`config.mk`:
```
export PLATFORM = sky130hd
export DESIGN_NAME = mii_frame_rx
export DESIGN_NICKNAME = d
export VERILOG_FILES = /design/src/rtl/mii_pkg.sv /design/src/rtl/crc32_d8.sv /design/src/rtl/mii_frame_rx.sv
export SDC_FILE = /design/constraint.sdc
export NUM_CORES = 1
export LEC_CHECK = 0
export ABC_AREA = 1
export CORE_MARGIN = 3
export CORE_UTILIZATION = 51
export DETAILED_ROUTE_END_ITERATION = 16
export MAX_ROUTING_LAYER = met4
export PLACE_DENSITY_LB_ADDON = 0.1
export SYNTH_ARGS = -nofsm -noshare
export SYNTH_HDL_FRONTEND = slang
export SYNTH_SLANG_ARGS = --single-unit
```
`constraint.sdc`:
```
create_clock -name clk -period 1.7 [get_ports clk]
set_clock_uncertainty 0.05 [all_clocks]
set_input_delay 0.425 -clock clk [delete_from_list [all_inputs] [get_ports clk]]
set_output_delay 0.425 -clock clk [all_outputs]
set_load 0.02 [all_outputs]
```
`src/rtl/mii_pkg.sv`:
```
// Shared constants, FSM encoding and helpers for the MII byte-level receive path.
// No logic of its own; imported by the framer and its CRC step.
package mii_pkg;

    localparam logic [31:0] CRC32_POLY    = 32'hEDB8_8320;
    localparam logic [31:0] CRC32_INIT    = 32'hFFFF_FFFF;
    localparam logic [31:0] CRC32_RESIDUE = 32'hDEBB_20E3;

    localparam logic [7:0]  PREAMBLE_BYTE = 8'h55;
    localparam logic [7:0]  SFD_BYTE      = 8'hD5;

    typedef enum logic [1:0] {
        ST_IDLE     = 2'd0,
        ST_PREAMBLE = 2'd1,
        ST_DATA     = 2'd2,
        ST_DROP     = 2'd3
    } rx_state_e;

    // End-of-frame status bundle, registered together on the eof strobe.
    typedef struct packed {
        logic [10:0] len;
        logic        crc_ok;
        logic        bad;
    } eof_stat_t;

    function automatic logic [3:0] rev4(input logic [3:0] n);
        return {n[0], n[1], n[2], n[3]};
    endfunction

endpackage

```
`src/rtl/crc32_d8.sv`:
```
// One-byte parallel step of the reflected CRC-32 (LSB-first byte update).
// Latency: purely combinational, zero cycles.
// Backpressure: none; the caller decides when to register crc_out.
module crc32_d8
    import mii_pkg::*;
(
    input  logic [31:0] crc_in,
    input  logic [7:0]  data_byte,
    output logic [31:0] crc_out
);

    logic [31:0] acc;

    always_comb begin
        acc = crc_in ^ {24'h0, data_byte};
        for (int i = 0; i < 8; i++) begin
            acc = acc[0] ? ((acc >> 1) ^ CRC32_POLY) : (acc >> 1);
        end
        crc_out = acc;
    end

endmodule

```
`src/rtl/mii_frame_rx.sv`:
```
// Ethernet receive framer: strips preamble/SFD, forwards frame bytes, reports length/CRC/errors.
// Latency: data one cycle after the byte strobe; eof status one cycle after the frame-end cycle.
// Backpressure: none; the MII stream cannot be stalled, every strobe is consumed.
module mii_frame_rx
    import mii_pkg::*;
#(
    parameter int MIN_LEN = 64,
    parameter int MAX_LEN = 1518
) (
    input  logic        clk,
    input  logic        reset_n,
    input  logic        in_rdy,
    input  logic [7:0]  in_d,
    input  logic        in_en,
    input  logic        in_err,
    output logic        out_valid,
    output logic [7:0]  out_data,
    output logic        out_sof,
    output logic        out_eof,
    output logic [10:0] out_len,
    output logic        out_crc_ok,
    output logic        out_bad,
    output logic [15:0] frames_ok,
    output logic [15:0] frames_bad
);

    localparam logic [10:0] LEN_MIN = 11'(MIN_LEN);
    localparam logic [10:0] LEN_MAX = 11'(MAX_LEN);
    localparam logic [10:0] LEN_SAT = 11'h7FF;
    localparam logic [15:0] CNT_SAT = 16'hFFFF;

    rx_state_e   state;
    rx_state_e   state_nxt;

    logic [7:0]  wire_byte;
    logic        frame_end;
    logic        armed;

    logic [31:0] crc_q;
    logic [31:0] crc_step;
    logic [10:0] len_q;
    logic        err_q;
    logic        first_q;

    logic        sfd_hit;
    logic        fwd;
    logic        eof_set;
    logic        err_cyc;

    eof_stat_t   stat_nxt;

    assign wire_byte = {rev4(in_d[7:4]), rev4(in_d[3:0])};

    // The byte strobe lags RX_DV by a cycle, so a frame only ends once both are low.
    assign frame_end = !in_en && !in_rdy;

    crc32_d8 u_crc (
        .crc_in    (crc_q),
        .data_byte (wire_byte),
        .crc_out   (crc_step)
    );

    always_ff @(posedge clk or negedge reset_n) begin
        if (!reset_n) begin
            state <= ST_IDLE;
        end else begin
            state <= state_nxt;
        end
    end

    always_comb begin
        state_nxt = state;
        unique case (state)
            ST_IDLE: begin
                if (in_en && armed) begin
                    state_nxt = ST_PREAMBLE;
                end
            end
            ST_PREAMBLE: begin
                if (!in_en) begin
                    state_nxt = ST_IDLE;
                end else if (in_rdy) begin
                    if (wire_byte == SFD_BYTE) begin
                        state_nxt = ST_DATA;
                    end else if (wire_byte != PREAMBLE_BYTE) begin
                        state_nxt = ST_DROP;
                    end
                end
            end
            ST_DATA, ST_DROP: begin
                if (frame_end) begin
                    state_nxt = ST_IDLE;
                end
            end
            default: state_nxt = ST_IDLE;
        endcase
    end

    always_comb begin
        sfd_hit = (state == ST_PREAMBLE) && in_en && in_rdy && (wire_byte == SFD_BYTE);
        fwd     = (state == ST_DATA) && in_rdy;
        eof_set = (state == ST_DATA) && frame_end;
        err_cyc = (state == ST_DATA) && in_err;
    end

    always_comb begin
        stat_nxt        = '0;
        stat_nxt.len    = len_q;
        stat_nxt.crc_ok = (crc_q == CRC32_RESIDUE);
        stat_nxt.bad    = err_q || err_cyc || (len_q < LEN_MIN) || (len_q > LEN_MAX) ||
                          (crc_q != CRC32_RESIDUE);
    end

    // After reset the block waits for an inter-frame gap so it never locks on mid-frame.
    always_ff @(posedge clk or negedge reset_n) begin
        if (!reset_n) begin
            armed <= 1'b0;
        end else if (!in_en) begin
            armed <= 1'b1;
        end
    end

    always_ff @(posedge clk or negedge reset_n) begin
        if (!reset_n) begin
            crc_q   <= CRC32_INIT;
            len_q   <= '0;
            err_q   <= 1'b0;
            first_q <= 1'b0;
        end else if (sfd_hit) begin
            crc_q   <= CRC32_INIT;
            len_q   <= '0;
            err_q   <= 1'b0;
            first_q <= 1'b1;
        end else begin
            if (fwd) begin
                crc_q   <= crc_step;
                first_q <= 1'b0;
                if (len_q != LEN_SAT) begin
                    len_q <= len_q + 11'd1;
                end
            end
            if (err_cyc) begin
                err_q <= 1'b1;
            end
        end
    end

    always_ff @(posedge clk or negedge reset_n) begin
        if (!reset_n) begin
            out_valid <= 1'b0;
            out_data  <= '0;
            out_sof   <= 1'b0;
        end else begin
            out_valid <= fwd;
            out_sof   <= fwd && first_q;
            if (fwd) begin
                out_data <= wire_byte;
            end
        end
    end

    always_ff @(posedge clk or negedge reset_n) begin
        if (!reset_n) begin
            out_eof    <= 1'b0;
            out_len    <= '0;
            out_crc_ok <= 1'b0;
            out_bad    <= 1'b0;
        end else begin
            out_eof <= eof_set;
            if (eof_set) begin
                out_len    <= stat_nxt.len;
                out_crc_ok <= stat_nxt.crc_ok;
                out_bad    <= stat_nxt.bad;
            end
        end
    end

    always_ff @(posedge clk or negedge reset_n) begin
        if (!reset_n) begin
            frames_ok  <= '0;
            frames_bad <= '0;
        end else if (out_eof) begin
            if (out_bad) begin
                if (frames_bad != CNT_SAT) begin
                    frames_bad <= frames_bad + 16'd1;
                end
            end else if (frames_ok != CNT_SAT) begin
                frames_ok <= frames_ok + 16'd1;
            end
        end
    end

endmodule

```
==> flow_metrics.tcl <==
set metrics [dict create \
    worstPathArrival_ns 1.20 \
    grtUsageTotal_pct 26.85 \
    worst-setup-path-type "reg -> out" \
    clk_pin_slew_worst_paths_ns 0.07 \
    ys_seq_area_share_pct 43.46 \
    synth_cells 771 \
    cts_tree "done" \
    cts.path.max_buffers 2 \
    place.gp.congestion 0.9811 \
    drc_errors 0 \
    hold_slack_ns 0.4213 \
    final_common_cell "nand2_1" \
    synth-simple-area-share_pct 30.86 \
    holdCritPathClass "reg -> reg" \
    synth.area.mux_share_pct 0 \
    vdd_drop_max_mv 0.9908 \
    vias 5819 \
    multi_input_area_um2 3343 \
    async_flop_share_pct 100.0 \
    routedWlPerCell_um 15.45 \
    final_cell_mix "nand2_1, buf_4, dfrtp_1" \
    routed_via_density 5.334 \
    rows 39 \
    synth_seq_cells 104 \
    fmax_ghz 0.5956 \
    die-area_um2 13270 \
    final_max_slew_viol_count 0 \
    start_util_pct 52.80 \
    synth-compound-area-share_pct 7.593 \
    place_area_um2 7526 \
    crit_path_end_kind "output pin" \
    seq_area_um2 2643 \
    min_from "armed" \
    power_density_nw_per_um2 1607 \
    cap_violations 0 \
    synth_xor_area_share_pct 10.62 \
    drt_iter0_drc 512 \
    rsz0062_at_grt "yes" \
    setup_viol 0 \
    finalPower_mw 13.37 \
    critical_path_required_ns 1.22 \
    fin_crit_ns 1.679 \
    outcome "complete, no violations" \
    portBuffers 68 \
    diodes 0 \
    die_w_um 115.2 \
    p_leak_nw 4.174 \
    worst_pin_slew_ns 0.4660 \
    syn_nets 787 \
    synth_top_family_by_area "simple AND/OR/NAND/NOR gates" \
    drive_gt1_share_pct 28.69 \
    root_buffer "clkbuf_16" \
    stdcell_area_um2 8317 \
    clock-sinks 104 \
    gr-total-overflow 0 \
    fillCellCount 903 \
    dp_hpwl_mm 12.20 \
    fp.dieH_um 115.2 \
    hold_viol 0 \
    reg2reg_from "crc_q[0]" \
    worstPathMaxFanout 3 \
    grt_pass1_wl_mm 27.32 \
    synth-edff-count 0 \
    start_kind "flip-flop" \
    period_share_pct 98.77 \
    syn_to_final_growth_pct 36.77 \
    ant_nets 0 \
    cts_buffers 9 \
    routed_wl_mm 16.86 \
    grt_pass1_vias 5620 \
    ys.flop_type "dfrtp_1" \
    first_pass_iters 6 \
    antenna_found_initial 0 \
    cts_max_level 3 \
    worstSkewPairLatency_ns 0.35 \
    pin_count 69 \
    final_nets 959 \
    setup.worst_path.start "frames_ok[0]" \
    syn-cell-area_um2 6081 \
    synth_fa_ha_area_share_pct 0.6173 \
    max_slew_margin_pct 68.93 \
    grt_max_degree 47 \
    yosysWarningCount 0 \
    coreArea_um2 11520 \
    syn_area_per_cell_um2 7.887 \
    synth_cell_types 43 \
]
==> report_power, final <==
part / internal [mW] / total, mW / leakage, nW / switching (mW)
registers: 3.54 / 4.26 / 1.27 / 0.729
clock network: 1.20 / 2.15 / 0.144 / 0.954
logic: 2.97 / 6.95 / 2.76 / 3.99
==> cell type report <==
type	instances	share of cell area (%)
repair buffers	175	18.32
multi-input cells	568	40.20
clock buffers	11	2.919
clock inverters	5	0.7823
well taps	143	2.151
inverters	85	3.851
flip-flops and latches	104	31.77
==> logic make-up after synthesis <==
group | after synthesis
AOI/OAI and AO/OA | 80
xor gates and xnor gates | 72
adders and majority gates | 3
buffers and inverters | 100
DFF | 104
and+or+nand+nor | 412
==> layer usage <==
layer | global-route usage [%] | routed length (µm) | up-vias
li1 | - | - | 2808
met1 | 33.93 | 7291 | 2760
met2 | 43.71 | 8267 | 203
met3 | 3.684 | 857 | 48
met4 | 10.64 | 439 | 0
met5 | - | 0 | -
==> stage by stage <==
step | setup WS [ns] | setup TNS, ns | cells | utilization [%]
2_1_floorplan | 0.04676 | 0 | 771 | -
3_3_place_gp | -0.4954 | -19.07 | 1050 | 65.35
3_5_place_dp | -0.5370 | -20.34 | 1050 | 65.35
4_1_cts | -0.01258 | -0.01302 | 1075 | 69.06
5_1_grt | -0.04484 | -0.2870 | 1091 | 72.22
6_report | 0.02095 | 0 | 1091 | 72.22
==> critical path, cell delays in order (launching register included) <==
cell,delay (ns)
dfrtp_1,0.40
buf_4,0.15
dlygate4sd2_1,0.31
==> cell usage after synthesis, drive strengths merged, types with 6 or more instances <==
library cell  instances  area (µm²)
a21oi                22       113.9
buf                  11       82.58
dfrtp                72        1802
dfstp                32       840.8
inv                  84       315.3
nand2               249        1002
nand3                60       340.3
nand3b                6       45.04
nand4                20       131.4
nor2                 59       257.7
nor3                 14       75.07
o211ai                6       45.04
o21ai                45       251.5
xnor2                13       121.4
xor2                 59       524.3
==> registers in the layout, summed over array words and instances, names as in the netlist, 2 cells and up <==
register    count
crc_q          32
frames_bad     16
frames_ok      16
len_q          11
out_len        11
out_data        8
state           2
==> worst paths after layout <==
kind,depth (start not counted),slack [ns],end
setup / recovery,2,0.02,frames_ok[0]
hold / removal,2,0.42,armed
setup reg to reg,11,0.06,crc_q[17]
hold reg to reg,2,0.42,armed
max in group asynchronous,3,0.47,out_len[0]
min in group asynchronous,2,0.52,frames_bad[3]
==> what timing repair did <==
item / CTS / global route
hold buffers: 1 / 0
pin swaps: 10 / 33
resized for setup: 88 / 68
endpoints found under the setup margin: 92 / 62
setup buffers: 6 / 16
endpoints found under the hold margin: 11 / 0
cloned: 2 / 0
Note: power is estimated with default switching activity, not from simulation.
